**config.mk**
```make
export PLATFORM = sky130hd
export DESIGN_NAME = pipe_ctrl
export DESIGN_NICKNAME = d
export VERILOG_FILES = /design/src/rtl/pipe_ctrl.sv
export SDC_FILE = /design/constraint.sdc
export NUM_CORES = 1
export LEC_CHECK = 0
export BUFFER_PORTS_ARGS = -buffer_cell sky130_fd_sc_hd__buf_2
export CAP_MARGIN = 10
export CELL_PAD_IN_SITES_DETAIL_PLACEMENT = 0
export CELL_PAD_IN_SITES_GLOBAL_PLACEMENT = 2
export CORE_MARGIN = 4
export CORE_UTILIZATION = 21
export CTS_BUF_LIST = sky130_fd_sc_hd__clkbuf_8
export CTS_CLUSTER_DIAMETER = 150
export CTS_CLUSTER_SIZE = 8
export DETAILED_ROUTE_END_ITERATION = 10
export PLACE_DENSITY = 0.76
export REMOVE_ABC_BUFFERS = 1
export SYNTH_ARGS = -nofsm -noshare
export SYNTH_HDL_FRONTEND = slang
export SYNTH_SLANG_ARGS = --single-unit
```
**constraint.sdc**
```tcl
create_clock -name clk -period 1.7 [get_ports clk]
set_clock_uncertainty 0.15 [all_clocks]
set_input_delay 0.085 -clock clk [delete_from_list [all_inputs] [get_ports clk]]
set_output_delay 0.085 -clock clk [all_outputs]
set_load 0.03 [all_outputs]
```
**src/rtl/pipe_ctrl.sv**
```systemverilog
// Stall/flush sequencer for the F/D/E/W pipeline.
// Define PIPE_CTRL_PERF_EN to add stall/flush/halt event counters.
module pipe_ctrl #(
  parameter int WAIT_W = 5
) (
  input  logic              clk,
  input  logic              rst,
  input  logic              mem_busy,
  input  logic              resume,
  input  logic [6:0]        d_rs,
  input  logic [6:0]        d_rt,
  input  logic              d_use_s,
  input  logic              d_use_t,
  input  logic [1:0]        de_rw,
  input  logic [5:0]        de_rd,
  input  logic              de_is_load,
  input  logic [WAIT_W-1:0] de_wait_time,
  input  logic              de_stop,
  input  logic              e_redirect,
  output logic [1:0]        fd_update,
  output logic [1:0]        de_update,
  output logic [1:0]        ew_update,
  output logic              pc_en,
  output logic              pc_redirect,
`ifdef PIPE_CTRL_PERF_EN
  output logic              halted,
  output logic [31:0]       stall_cnt,
  output logic [31:0]       flush_cnt,
  output logic [31:0]       halt_cnt
`else
  output logic              halted
`endif
);

  localparam logic [1:0] UPD_HOLD  = 2'b00;
  localparam logic [1:0] UPD_ADV   = 2'b01;
  localparam logic [1:0] UPD_FLUSH = 2'b10;

  typedef enum logic [1:0] {
    S_RUN,
    S_WAIT,
    S_HALT
  } state_e;

  state_e            state_q, state_d;
  logic [WAIT_W-1:0] cnt_q, cnt_d;
  logic              flow;
  logic              load_use;

  // Integer r0 never creates a dependency; FP f0 does.
  function automatic logic src_hit(
    input logic [6:0] src,
    input logic [1:0] rw,
    input logic [5:0] rd
  );
    src_hit = (rw != 2'b00) && (rw[1] == src[6]) &&
              (rd == src[5:0]) && !(!rw[1] && rd == 6'd0);
  endfunction

  assign load_use = de_is_load &&
    ((d_use_s && src_hit(d_rs, de_rw, de_rd)) ||
     (d_use_t && src_hit(d_rt, de_rw, de_rd)));

  always_ff @(posedge clk) begin
    if (rst) begin
      state_q <= S_RUN;
      cnt_q   <= '0;
    end else begin
      state_q <= state_d;
      cnt_q   <= cnt_d;
    end
  end

  always_comb begin
    state_d     = state_q;
    cnt_d       = cnt_q;
    fd_update   = UPD_HOLD;
    de_update   = UPD_HOLD;
    ew_update   = UPD_HOLD;
    pc_en       = 1'b0;
    pc_redirect = 1'b0;
    halted      = 1'b0;
    flow        = 1'b0;
    if (rst) begin
      fd_update = UPD_FLUSH;
      de_update = UPD_FLUSH;
      ew_update = UPD_FLUSH;
      state_d   = S_RUN;
      cnt_d     = '0;
    end else begin
      unique case (state_q)
        S_RUN: begin
          if (mem_busy) begin
            state_d = S_RUN;
          end else if (de_stop) begin
            ew_update = UPD_FLUSH;
            state_d   = S_HALT;
          end else if (de_wait_time != '0) begin
            ew_update = UPD_FLUSH;
            cnt_d     = de_wait_time;
            state_d   = S_WAIT;
          end else begin
            flow = 1'b1;
          end
        end
        S_WAIT: begin
          if (mem_busy) begin
            cnt_d = cnt_q;
          end else if (cnt_q > WAIT_W'(1)) begin
            ew_update = UPD_FLUSH;
            cnt_d     = cnt_q - WAIT_W'(1);
          end else begin
            flow    = 1'b1;
            cnt_d   = '0;
            state_d = S_RUN;
          end
        end
        S_HALT: begin
          halted = 1'b1;
          if (resume) begin
            de_update = UPD_FLUSH;
            ew_update = UPD_FLUSH;
            state_d   = S_RUN;
          end
        end
        default: begin
          state_d = S_RUN;
          cnt_d   = '0;
        end
      endcase

      // Execute is free to move: redirect beats load-use.
      if (flow) begin
        if (e_redirect) begin
          fd_update   = UPD_FLUSH;
          de_update   = UPD_FLUSH;
          ew_update   = UPD_ADV;
          pc_en       = 1'b1;
          pc_redirect = 1'b1;
        end else if (load_use) begin
          fd_update = UPD_HOLD;
          de_update = UPD_FLUSH;
          ew_update = UPD_ADV;
        end else begin
          fd_update = UPD_ADV;
          de_update = UPD_ADV;
          ew_update = UPD_ADV;
          pc_en     = 1'b1;
        end
      end
    end
  end

`ifdef PIPE_CTRL_PERF_EN
  logic [31:0] stall_cnt_q, flush_cnt_q, halt_cnt_q;

  always_ff @(posedge clk) begin
    if (rst) begin
      stall_cnt_q <= '0;
      flush_cnt_q <= '0;
      halt_cnt_q  <= '0;
    end else begin
      if (!pc_en && state_q != S_HALT)
        stall_cnt_q <= stall_cnt_q + 32'd1;
      if (pc_redirect)
        flush_cnt_q <= flush_cnt_q + 32'd1;
      if (halted)
        halt_cnt_q <= halt_cnt_q + 32'd1;
    end
  end

  assign stall_cnt = stall_cnt_q;
  assign flush_cnt = flush_cnt_q;
  assign halt_cnt  = halt_cnt_q;
`endif

endmodule

```
Word level (Yosys, flattened, before mapping):

Index checks and enable logic that the tools add are counted.

* flip-flop bits (word level): 7
* output and inout port bits: 9

* add/sub/neg operators: 1
* magnitude comparators: 1
* equal/unequal tests: 13
* multiplexer cells: 47
* bitwise operators: 1
* reduce and logical (&&, ||, !) cells: 19

Operators by type and width (count)
* $mux W2: 22
* $mux W5: 5
* $mux W1: 16
* $pmux W5 S3: 1
* $eq A6 B6 Y1: 2
* $ne A2 B2 Y1 const B: 6
* $pmux W2 S3: 2
* $logic_and A1 B1 Y1: 10
* $logic_not A6 Y1: 1
* $gt A5 B1 Y1 const B: 1
* $reduce_and A5 Y1: 1
* $reduce_bool A5 Y1: 1
* $sub A5 B1 Y5 const B: 1
* $ne A4 B4 Y1 const B: 1
* $reduce_and A4 Y1: 1
* $eq A1 B1 Y1: 2
* $eq A2 B1 Y1 const B: 1
* $eq A2 B2 Y1 const B: 1
* $logic_not A1 Y1: 2
* $logic_not A2 Y1: 1
* $pmux W1 S2: 1
* $reduce_bool A2 Y1: 1
* $logic_or A1 B1 Y1: 1
* $not A1 Y1: 1

Longest topological paths before layout:

Gate-level depths: netlist (run 1).

* word-level depth: 11
* gate-level depth with buffers: 7
* depth with buffers taken out: 6

Worst setup path after synthesis (run 1):

No wires, ideal clock.

* path type: reg-to-output
* start: reg cnt_q[2]
* end: out fd_update[0]
* arrival: 2.035 ns
* required time: 1.465 ns
* setup slack: -0.570 ns
* stages on the path, launching flop included: 7
* path buffers: 1
* path through: dfxtp_1 -> nor3_1 -> o211ai_1 -> a21boi_1 -> and2b_1 -> nor3b_2 -> buf_4

* word-level cells in the longest chain between the ends: 7

RTL lines
* from (decl): line 46 `logic [WAIT_W-1:0] cnt_q, cnt_d;`
* from (signal assigned): line 70 `cnt_q <= cnt_d;`
* $gt A5 B1 Y1: line 109 `end else if (cnt_q > WAIT_W'(1)) begin`
* $mux W1: line 109
* $mux W1: line 107 `if (mem_busy) begin`
* $pmux W1 S2: line 91 `unique case (state_q)`
* $mux W1: line 84 `if (rst) begin`
* $mux W2: line 133 `if (flow) begin`
* $mux W2: line 84
* to (decl): line 20 `output logic [1:0] fd_update,`

Every way passes these cells. The select of a mux whose other input is x is not followed.

Worst setup path after layout (run 1):

* start: reg cnt_q[4]
* end: out de_update[0]

* word-level cells in the longest chain between the ends: 7

RTL lines
* $gt A5 B1 Y1: line 109
* $mux W1: line 109
* $mux W1: line 107
* $pmux W1 S2: line 91
* $mux W1: line 84
* $mux W2: line 133
* $mux W2: line 84
* to (decl): line 21 `output logic [1:0] de_update,`

Every way passes these cells. The select of a mux whose other input is x is not followed.

==> results of run 1 <==
## flip-flops by register name, summed over array words and instances (netlist names)
signal and cells:
state_q 2, cnt_q 5
## stage by stage
step	TNS, ns	hold WS [ns]	setup WS [ns]	cell area (sq um)	total power (W)
after floorplan	-1.704	0.007760	-0.6184	819.5	0.0003449
after global placement	-0.2819	0.2329	-0.08538	1242	0.0004917
after detailed placement	-0.3850	0.2389	-0.1059	1242	0.0004920
after CTS	-1.056	0.002387	-0.2035	1408	0.0007606
after global routing	-1.807	0.01656	-0.3064	1408	0.0008051
final	-0.9318	0.006940	-0.1842	1408	0.0007475
## Yosys cell counts, types with 2 or more instances
library cell,n,area (sq um)
inv_1,5,18.77
clkbuf_1,2,7.510
xor2_1,2,17.52
o21ai_0,8,40.04
nand2_1,13,48.80
nand3_1,6,30.03
ha_1,2,25.02
a21boi_1,2,15.01
o211ai_1,3,22.52
dfxtp_1,7,140.1
nor4_1,2,12.51
and2_1,4,25.02
or3_1,2,12.51
xnor2_1,12,105.1
nor2_1,10,37.54
a211oi_1,4,30.03
a2bb2oi_1,2,17.52
nand4_1,2,12.51
a21oi_1,3,15.01
nor3_1,3,15.01
nor3b_1,3,22.52
## power breakdown
| part | leakage [nW] | switching, W | total (W) | internal [W] |
|---|---|---|---|---|
| logic | 0.528 | 0.000161 | 0.000327 | 0.000166 |
| registers | 0.0586 | 0.0000107 | 0.000189 | 0.000178 |
| clock network | 0.0269 | 0.0000756 | 0.000232 | 0.000156 |
## cell type report
type,instances,share of cell area [%]
Multi-Input combinational cell,99,50.31
Clock buffer,3,2.933
Inverter,5,1.333
Sequential cell,7,10.22
Clock inverter,1,0.2667
Tap cell,48,4.267
Timing Repair Buffer,65,30.67
## timing repair
| item | in CTS | in global routing |
|---|---|---|
| gates resized for setup | 30 | 2 |
| setup buffers | 3 | 1 |
| endpoints found under the setup margin | 7 | 8 |
| hold endpoints to repair | 0 | 0 |
| pin swaps | 7 | 4 |
## how the worst min path moves through the flow
| stage | slack, ns | depth (start not counted) | endpoint |
|---|---|---|---|
| after detailed placement | 0.24 | 2 | state_q[0] |
| final | 0.007 | 2 | state_q[0] |
| after floorplan | 0.008 | 1 | state_q[0] |
| after CTS | 0.002 | 2 | state_q[0] |
| after global placement | 0.23 | 3 | state_q[1] |
| after global routing | 0.02 | 2 | state_q[1] |
## cell families (layout without fill, tap and decap cells)
logic type               Yosys count  after routing  share of synthesized area (%)
XOR/XNOR                          14             14                          14.69
flip-flops                         7              7                          16.79
buffers and inverters              8             74                          4.049
multiplexers                       1              1                          1.199
AND/OR/NAND/NOR                   53             53                          34.63
AO/OA/AOI/OAI                     29             29                          25.64
adder cells (fa/ha/maj)            2              2                          2.998
## per-layer routing
layer  up-vias  wire (um)
li1        549          -
met1       478       1175
met2        28       1368
met3         2        105
met4         0         14
met5         -          0
==> out/metrics.cfg, run 1 <==
[logic_synthesis]
yosys_register_bits = 7
synth-async-reset-ratio_pct = 0
syn_area_sq_um = 834.6
ys_seq_area_share_pct = 16.79
ys.flop_type = dfxtp_1
avgSynthCellArea_sq_um = 7.321
synth_edf_count = 0
synthCells = 114
synth_cell_types = 38
synth-warning-count = 0

[route]
vias_per_cell = 4.636
vias = 1057
wirelength_mm = 2.662
drc = 0
initialDrtViolationCount = 26
wl_per_cell_um = 11.68
ant_nets = 0
firstDrtPassIters = 4

[floorplanning]
die_area_sq_mm = 0.005047
start_util_pct = 22.29
die_x_um = 71.04
ios = 45
core_sq_mm = 0.003744
die_y_um = 71.04
rows = 22

[grt]
antenna_found_initial = 0
track_usage_pct = 10.87
globalRouteOverflowTotal = 0
grt_pass1_vias = 1061
gr-usage-met2_pct = 19.16
use_met1_pct = 13.22
grt_max_degree = 12
grt_use_met3_pct = 2.273
grt.busiest_layer = met2
grt_pass1_wl_mm = 4.533

[cts]
root_buffer = clkbuf_8
cts_max_path_buffers = 2
cts_tree = built
clk_latency_ns = 0.23
cts_made_buffers = 3
ctsHoldBuffers = 0
htreeDepth = 1
clock-sinks = 7
clk_pin_slew_worst_paths_ns = 0.04

[sta]
max_clock_freq_ghz = 0.5307
worst_slew_pin_slew_ns = 0.6683
rsz0062_at_grt = true
finalSetupViolCount = 8
worst_slack_ns = -0.1842
finalCritPeriodShare_pct = 110.8
final_max_slew_viol_count = 0
finalCriticalPeriod_ns = 1.884
slew_headroom_pct = 55.07
hold_viol = 0

[place]
hpwl_mm = 2.288
io_buffers = 44
place_inst = 222
gp_congestion = 0.8576

[setup_path]
crit_buf_inv = 1
ff2ff_path_depth = 3
cpMaxStageDelayCell = dfxtp_2
critical_path.top_delay_family = simple AND/OR/NAND/NOR gates
r2r-start = state_q[0]
slowest_delay_ns = 0.32
cp-start-kind = flop
rrSetupSlack_ns = 0.12
worst_ep_arrival_time_ns = 1.65
crit_required_ns = 1.46
crit_path_end_kind = primary output
critPathLaunch = cnt_q[4]
path_cells = nor3_2 -> o211ai_1 -> a21boi_1 -> and2b_2 -> nor3b_4 -> buf_6
crit_type = reg2out
crit_fanout = 3
cp-endpoint = de_update[0]
worstReg2RegEnd = cnt_q[2]
crit_cells = 6

[finish]
layout_commonest_cell = buf_2
multi_input_area_sq_um = 708.2
finish.utilization_pct = 37.60
n_fill_cell = 408
n_antenna_cell = 0
syn_to_final_growth_pct = 68.67
stdcell_count = 228
final_nets = 219
drive_above_1_share_pct = 47.22
final_cell_mix = buf_2, buf_4, nand2_1
regArea_sq_um = 143.9

[worst_hold_path]
min_from = rst
hp-class = in2reg

[pwr]
p_leak_nw = 0.6134
cellPowerDensity_mw_per_mm2 = 531.0
peakVddDrop_mv = 0.1817

[outcome]
status = finished, violations left
violations = negative setup slack

[flow_run]
max_cap_violations = 0

No activity file was read; power rests on OpenSTA's default activity.
==> run 2: changes to the inputs <==
CELL_PAD_IN_SITES_DETAIL_PLACEMENT = 1   (was 0)
CELL_PAD_IN_SITES_GLOBAL_PLACEMENT = 1   (was 2)
CORE_UTILIZATION = 25   (was 21)
PLACE_DENSITY = 0.7   (was 0.76)
clock period = 1.5 ns   (was 1.7 ns; I/O delays follow)
==> out/metrics.cfg, run 2 (synthesis results as in run 1) <==
[finish]
top_register = cnt_q
stdcell_area_sq_mm = 0.001655  ; +18%
drive_above_1_share_pct = 57.92  ; +11 points
n_antenna_cell = 0  ; unchanged
final_cell_mix = buf_4, buf_2, xnor2_1, nand2_1, buf_6
largest_register_ffs = 5  ; unchanged
layout_commonest_cell = buf_4
multi_input_area_sq_um = 775.7  ; +9.5%
syn_to_final_growth_pct = 98.35
final_nets = 241  ; +10%
stdcell_count = 246  ; +7.9%
largestRegisters = cnt_q x5, state_q x2
n_fill_cell = 403  ; -1.2%
regArea_sq_um = 148.9  ; +3.5%

[pwr]
power_w = 0.001010  ; +35%
p_leak_nw = 0.7390  ; +20%
sw_frac_of_total_pct = 35.83  ; +2.7 points
peakVddDrop_mv = 0.2365  ; +30%
seqPwrFrac_pct = 21.7  ; -3.6 points
power.share.clock_pct = 28.3  ; -2.7 points
p_int_w = 0.0006482  ; +30%
cellPowerDensity_mw_per_mm2 = 610.2  ; +15%
comb_power_share_pct = 50.1  ; +6.4 points
switchingPower_w = 0.0003619  ; +46%

[grt]
grt_max_degree = 11  ; -1
globalRouteOverflowTotal = 0  ; unchanged
grt_pass1_vias = 1377  ; +30%
antenna_found_initial = 0  ; unchanged
grt_pass1_wl_mm = 6.658  ; +47%
track_usage_pct = 19.97  ; +9.1 points

[floorplanning]
start_util_pct = 26.68  ; +4.4 points
core_sq_mm = 0.003128  ; -16%
die_area_sq_mm = 0.004326  ; -14%
rows = 20  ; -9.1%
ios = 45  ; unchanged
die_y_um = 65.78  ; -7.4%
die_x_um = 65.78  ; -7.4%

[setup_path]
critPathLaunch = cnt_q[1]
critical_path.top_delay_family = compound AO/OA/AOI/OAI gates
worst_ep_arrival_time_ns = 1.77  ; +0.12 ns
path_cells = inv_2 -> ha_4 -> o211ai_1 -> a21boi_2 -> buf_4 -> a211oi_2 -> nand2_1 -> buf_6
r2r-start = cnt_q[1]
crit_required_ns = 1.27  ; -0.19 ns
crit_type = reg2out
cp-start-kind = flop
crit_path_end_kind = primary output
cpMaxStageDelayCell = dfxtp_2
crit_buf_inv = 3  ; +2
slowest_delay_ns = 0.34  ; +0.02 ns
crit_fanout = 3  ; unchanged

[sta]
finalCritPeriodShare_pct = 132.8
finalSetupViolCount = 12  ; +4
finalCriticalPeriod_ns = 1.992
final_max_slew_viol_count = 0  ; unchanged
slew_headroom_pct = 65.97  ; +11 points
hold_viol = 0  ; unchanged
rsz0062_at_grt = true
worst_slack_ns = -0.4923  ; -0.3081 ns
max_clock_freq_ghz = 0.5019
worst_slew_pin_slew_ns = 0.5058  ; -0.1624 ns

[place]
io_buffers = 44  ; unchanged
place_inst = 237  ; +6.8%
gp_congestion = 0.8009  ; -6.6%
place_area_sq_mm = 0.001380  ; +11%
hpwl_mm = 2.951  ; +29%

[route]
routed-wl-met3_um = 127  ; +21%
vias = 1225  ; +16%
wl_per_cell_um = 16.99  ; +46%
firstDrtPassIters = 4  ; unchanged
drc = 0  ; unchanged
vias_per_cell = 4.980  ; +7.4%
initialDrtViolationCount = 44  ; +69%
ant_nets = 0  ; unchanged
highest_layer = met4
wirelength_mm = 4.180  ; +57%
wl_met2_mm = 2.254  ; +65%
met1Wirelength_mm = 1.676  ; +43%

[cts]
htreeDepth = 1  ; unchanged
cts_max_path_buffers = 2  ; unchanged
clock-sinks = 7  ; unchanged
cts_tree = built
root_buffer = clkbuf_8
clk_latency_ns = 0.24  ; about the same
clk_pin_slew_worst_paths_ns = 0.05  ; about the same
cts_made_buffers = 3  ; unchanged

[worst_hold_path]
hp-class = in2reg
min_from = resume

[outcome]
status = finished, violations left
violations = negative setup slack

[flow_run]
max_cap_violations = 0  ; unchanged

run 2: changes by cell type in the layout (fill, tap and decap cells not counted), sizes merged:
cell and change:
buf +21, clkinv +1, dlygate4sd3 +1, inv -1
run 2: cell type report:
type	instances	area share [%]
Inverter	5	1.134
Sequential cell	7	8.995
Tap cell	44	3.326
Clock buffer	3	2.494
Multi-Input combinational cell	99	46.86
Timing Repair Buffer	87	36.89
Clock inverter	1	0.3023
run 2: final timing paths:
path | depth (start not counted) | end | slack (ns)
max | 8 | de_update[1] | -0.49
min | 3 | state_q[1] | 0.01
max reg2reg | 9 | cnt_q[2] | -0.13
min reg2reg | 2 | state_q[0] | 0.42
run 2: layer usage:
metal | up-vias | track usage [%]
met2 | 29 | 37.80
met3 | 12 | 3.231
met4 | 0 | 5.181
met1 | 594 | 22.79
met5 | - | 0
li1 | 590 | -
run 2: power by group through the flow:
stage	Clock [W]	Combinational, W	Sequential (W)
floorplan	0	0.000171	0.000219
global placement	0	0.000391	0.000213
detailed placement	0	0.000410	0.000213
global route	0.000295	0.000547	0.000221
finish	0.000286	0.000506	0.000219
CTS	0.000283	0.000461	0.000215
run 2: per-stage QoR:
step           utilization, %  TNS, ns  hold slack [ns]  setup slack (ns)
2_1_floorplan               -   -2.537        -0.002240           -0.8084
3_5_place_dp            44.12   -2.978           0.2199           -0.3007
4_1_cts                 50.44   -2.548         0.007825           -0.4145
5_1_grt                 52.92   -4.314          0.03402           -0.5915
3_3_place_gp            44.12   -2.352           0.2148           -0.2758
6_report                52.92   -3.371          0.01009           -0.4923
run 2: what timing repair did:
action                                  CTS  global route
hold buffers                              1             0
gates resized for setup                  36            21
endpoints found under the setup margin   14            14
pin swaps                                 9            13
setup buffers                             4             3
hold endpoints to repair                  1             0
run 2: worst register-to-register path, cell delays in order, from the launching register on:
cell     delay (ns)
dfxtp_2        0.34
inv_2          0.06
buf_4          0.13
buf_6          0.11
buf_6          0.11
ha_4           0.15
xor2_1         0.14
nand3_1        0.08
o21ai_1        0.07
a22o_1         0.18
==> run 3: changes to the inputs <==
CAP_MARGIN = unset   (was 10)
clock period = 1.6 ns   (was 1.5 ns; I/O delays follow)
==> out/metrics.cfg, run 3 (synthesis results as in run 1) <==
[cts]
root_buffer = clkbuf_8
cts_tree = built
htreeDepth = 1  ; unchanged
cts_max_path_buffers = 2  ; unchanged
clk_latency_ns = 0.23  ; about the same
clock-sinks = 7  ; unchanged
cts_made_buffers = 3  ; unchanged
clk_pin_slew_worst_paths_ns = 0.05  ; about the same

[floorplanning]
core_sq_mm = 0.003128  ; unchanged
die_area_sq_mm = 0.004326  ; unchanged
rows = 20  ; unchanged
die_x_um = 65.78  ; unchanged
ios = 45  ; unchanged
die_y_um = 65.78  ; unchanged
start_util_pct = 26.68  ; unchanged

[flow_run]
max_cap_violations = 0  ; unchanged

[finish]
final_nets = 232  ; -3.7%
top_register = cnt_q
n_antenna_cell = 0  ; unchanged
syn_to_final_growth_pct = 85.16
drive_above_1_share_pct = 53.89  ; -4.0 points
final_cell_mix = buf_2, buf_4, xnor2_1, nand2_1
stdcell_area_sq_mm = 0.001545  ; -6.7%
largestRegisters = cnt_q x5, state_q x2
layout_commonest_cell = buf_2
largest_register_ffs = 5  ; unchanged
stdcell_count = 237  ; -3.7%

[route]
ant_nets = 0  ; unchanged
drc = 0  ; unchanged
wirelength_mm = 3.710  ; -11%
vias_per_cell = 4.916  ; -1.3%
wl_per_cell_um = 15.65  ; -7.9%
firstDrtPassIters = 4  ; unchanged
initialDrtViolationCount = 25  ; -43%
vias = 1165  ; -4.9%

[pwr]
cellPowerDensity_mw_per_mm2 = 567.8  ; -7.0%
peakVddDrop_mv = 0.2396  ; +1.3%
p_leak_nw = 0.6851  ; -7.3%
power_w = 0.0008773  ; -13%

[setup_path]
rrSetupSlack_ns = 0.05  ; +0.18 ns
crit_required_ns = 1.37  ; +0.10 ns
worstReg2RegEnd = cnt_q[2]
crit_type = reg2out
crit_path_end_kind = primary output
cp-endpoint = de_update[1]
critPathLaunch = cnt_q[1]
r2r-start = state_q[1]
crit_fanout = 3  ; unchanged
cp-start-kind = flop
ff2ff_path_depth = 4  ; -5
worst_ep_arrival_time_ns = 1.75  ; -0.02 ns

[grt]
grt_max_degree = 11  ; unchanged
globalRouteOverflowTotal = 0  ; unchanged
grt_pass1_wl_mm = 5.920  ; -11%
grt_pass1_vias = 1266  ; -8.1%
antenna_found_initial = 0  ; unchanged
track_usage_pct = 17.55  ; -2.4 points

[place]
io_buffers = 44  ; unchanged
gp_congestion = 0.7735  ; -3.4%
place_inst = 229  ; -3.4%
hpwl_mm = 2.797  ; -5.2%
place_area_sq_mm = 0.001320  ; -4.4%

[sta]
tns_ns = -2.484  ; +0.8861 ns
finalSetupViolCount = 8  ; -4
finalCritPeriodShare_pct = 123.7
hold_viol = 0  ; unchanged
max_clock_freq_ghz = 0.5053
final_max_slew_viol_count = 0  ; unchanged
finalCriticalPeriod_ns = 1.979
rsz0062_at_grt = true
slew_headroom_pct = 64.47  ; -1.5 points
worst_slew_pin_slew_ns = 0.5298  ; +0.02398 ns
worst_slack_ns = -0.3791  ; +0.1132 ns

[worst_hold_path]
hp-class = in2reg

[outcome]
status = finished, violations left
violations = negative setup slack

## run 3: power by group
| group | leakage [nW] | switching (W) | total [W] | internal (W) |
|---|---|---|---|---|
| sequential | 0.0593 | 0.0000152 | 0.000204 | 0.000189 |
| combinational | 0.599 | 0.000204 | 0.000416 | 0.000212 |
| clock | 0.0269 | 0.0000902 | 0.000257 | 0.000167 |
| total | 0.685 | 0.000309 | 0.000877 | 0.000568 |
## run 3: how the worst min path moves through the flow
| stage | from | endpoint | slack (ns) | depth (start not counted) |
|---|---|---|---|---|
| 3_5_place_dp | resume | state_q[1] | 0.23 | 3 |
| 3_3_place_gp | resume | state_q[1] | 0.22 | 3 |
| 2_1_floorplan | rst | state_q[0] | 0.003 | 1 |
| 5_1_grt | mem_busy | state_q[0] | 0.07 | 3 |
| 4_1_cts | rst | state_q[1] | 0.01 | 2 |
| 6_report | rst | state_q[0] | 0.03 | 2 |
## run 3: what timing repair did
item,4_1_cts,5_1_grt
setup buffers,5,2
hold endpoints to repair,1,0
pin swaps,7,6
gates resized for setup,34,9
hold buffers,1,0
setup endpoints to repair,12,13
## run 3: per-layer routing
layer  track usage, %  wire [um]  vias up
met5                0          0        -
met1            19.36       1508      562
met3            3.061        118        4
li1                 -          -      572
met4            3.368         45        0
met2            34.42       2038       27
## run 3: worst max-delay path, cell delays in order (launching register included)
cell and delay [ns]:
dfxtp_2 0.34, inv_2 0.06, ha_4 0.15, o211ai_1 0.28
a21boi_2 0.13, buf_4 0.16, a211oi_2 0.16, nand2_1 0.09
buf_6 0.15
## run 3: cell type report
class | instances | area (sq um)
sequential | 7 | 147.6
tap | 44 | 55.05
clock inverter | 1 | 3.754
inverter | 5 | 18.77
fill | 409 | 1583
timing repair buffer | 78 | 531.8
clock buffer | 3 | 41.29
multi-input combinational | 99 | 747.0
## run 3: through the flow
step	hold slack [ns]	worst slack (ns)	util [%]
4_1_cts	0.01064	-0.3404	48.64
3_3_place_gp	0.2222	-0.1911	42.20
6_report	0.03221	-0.3791	49.40
5_1_grt	0.06718	-0.4509	49.40
2_1_floorplan	0.002760	-0.7134	-
3_5_place_dp	0.2285	-0.2540	42.20
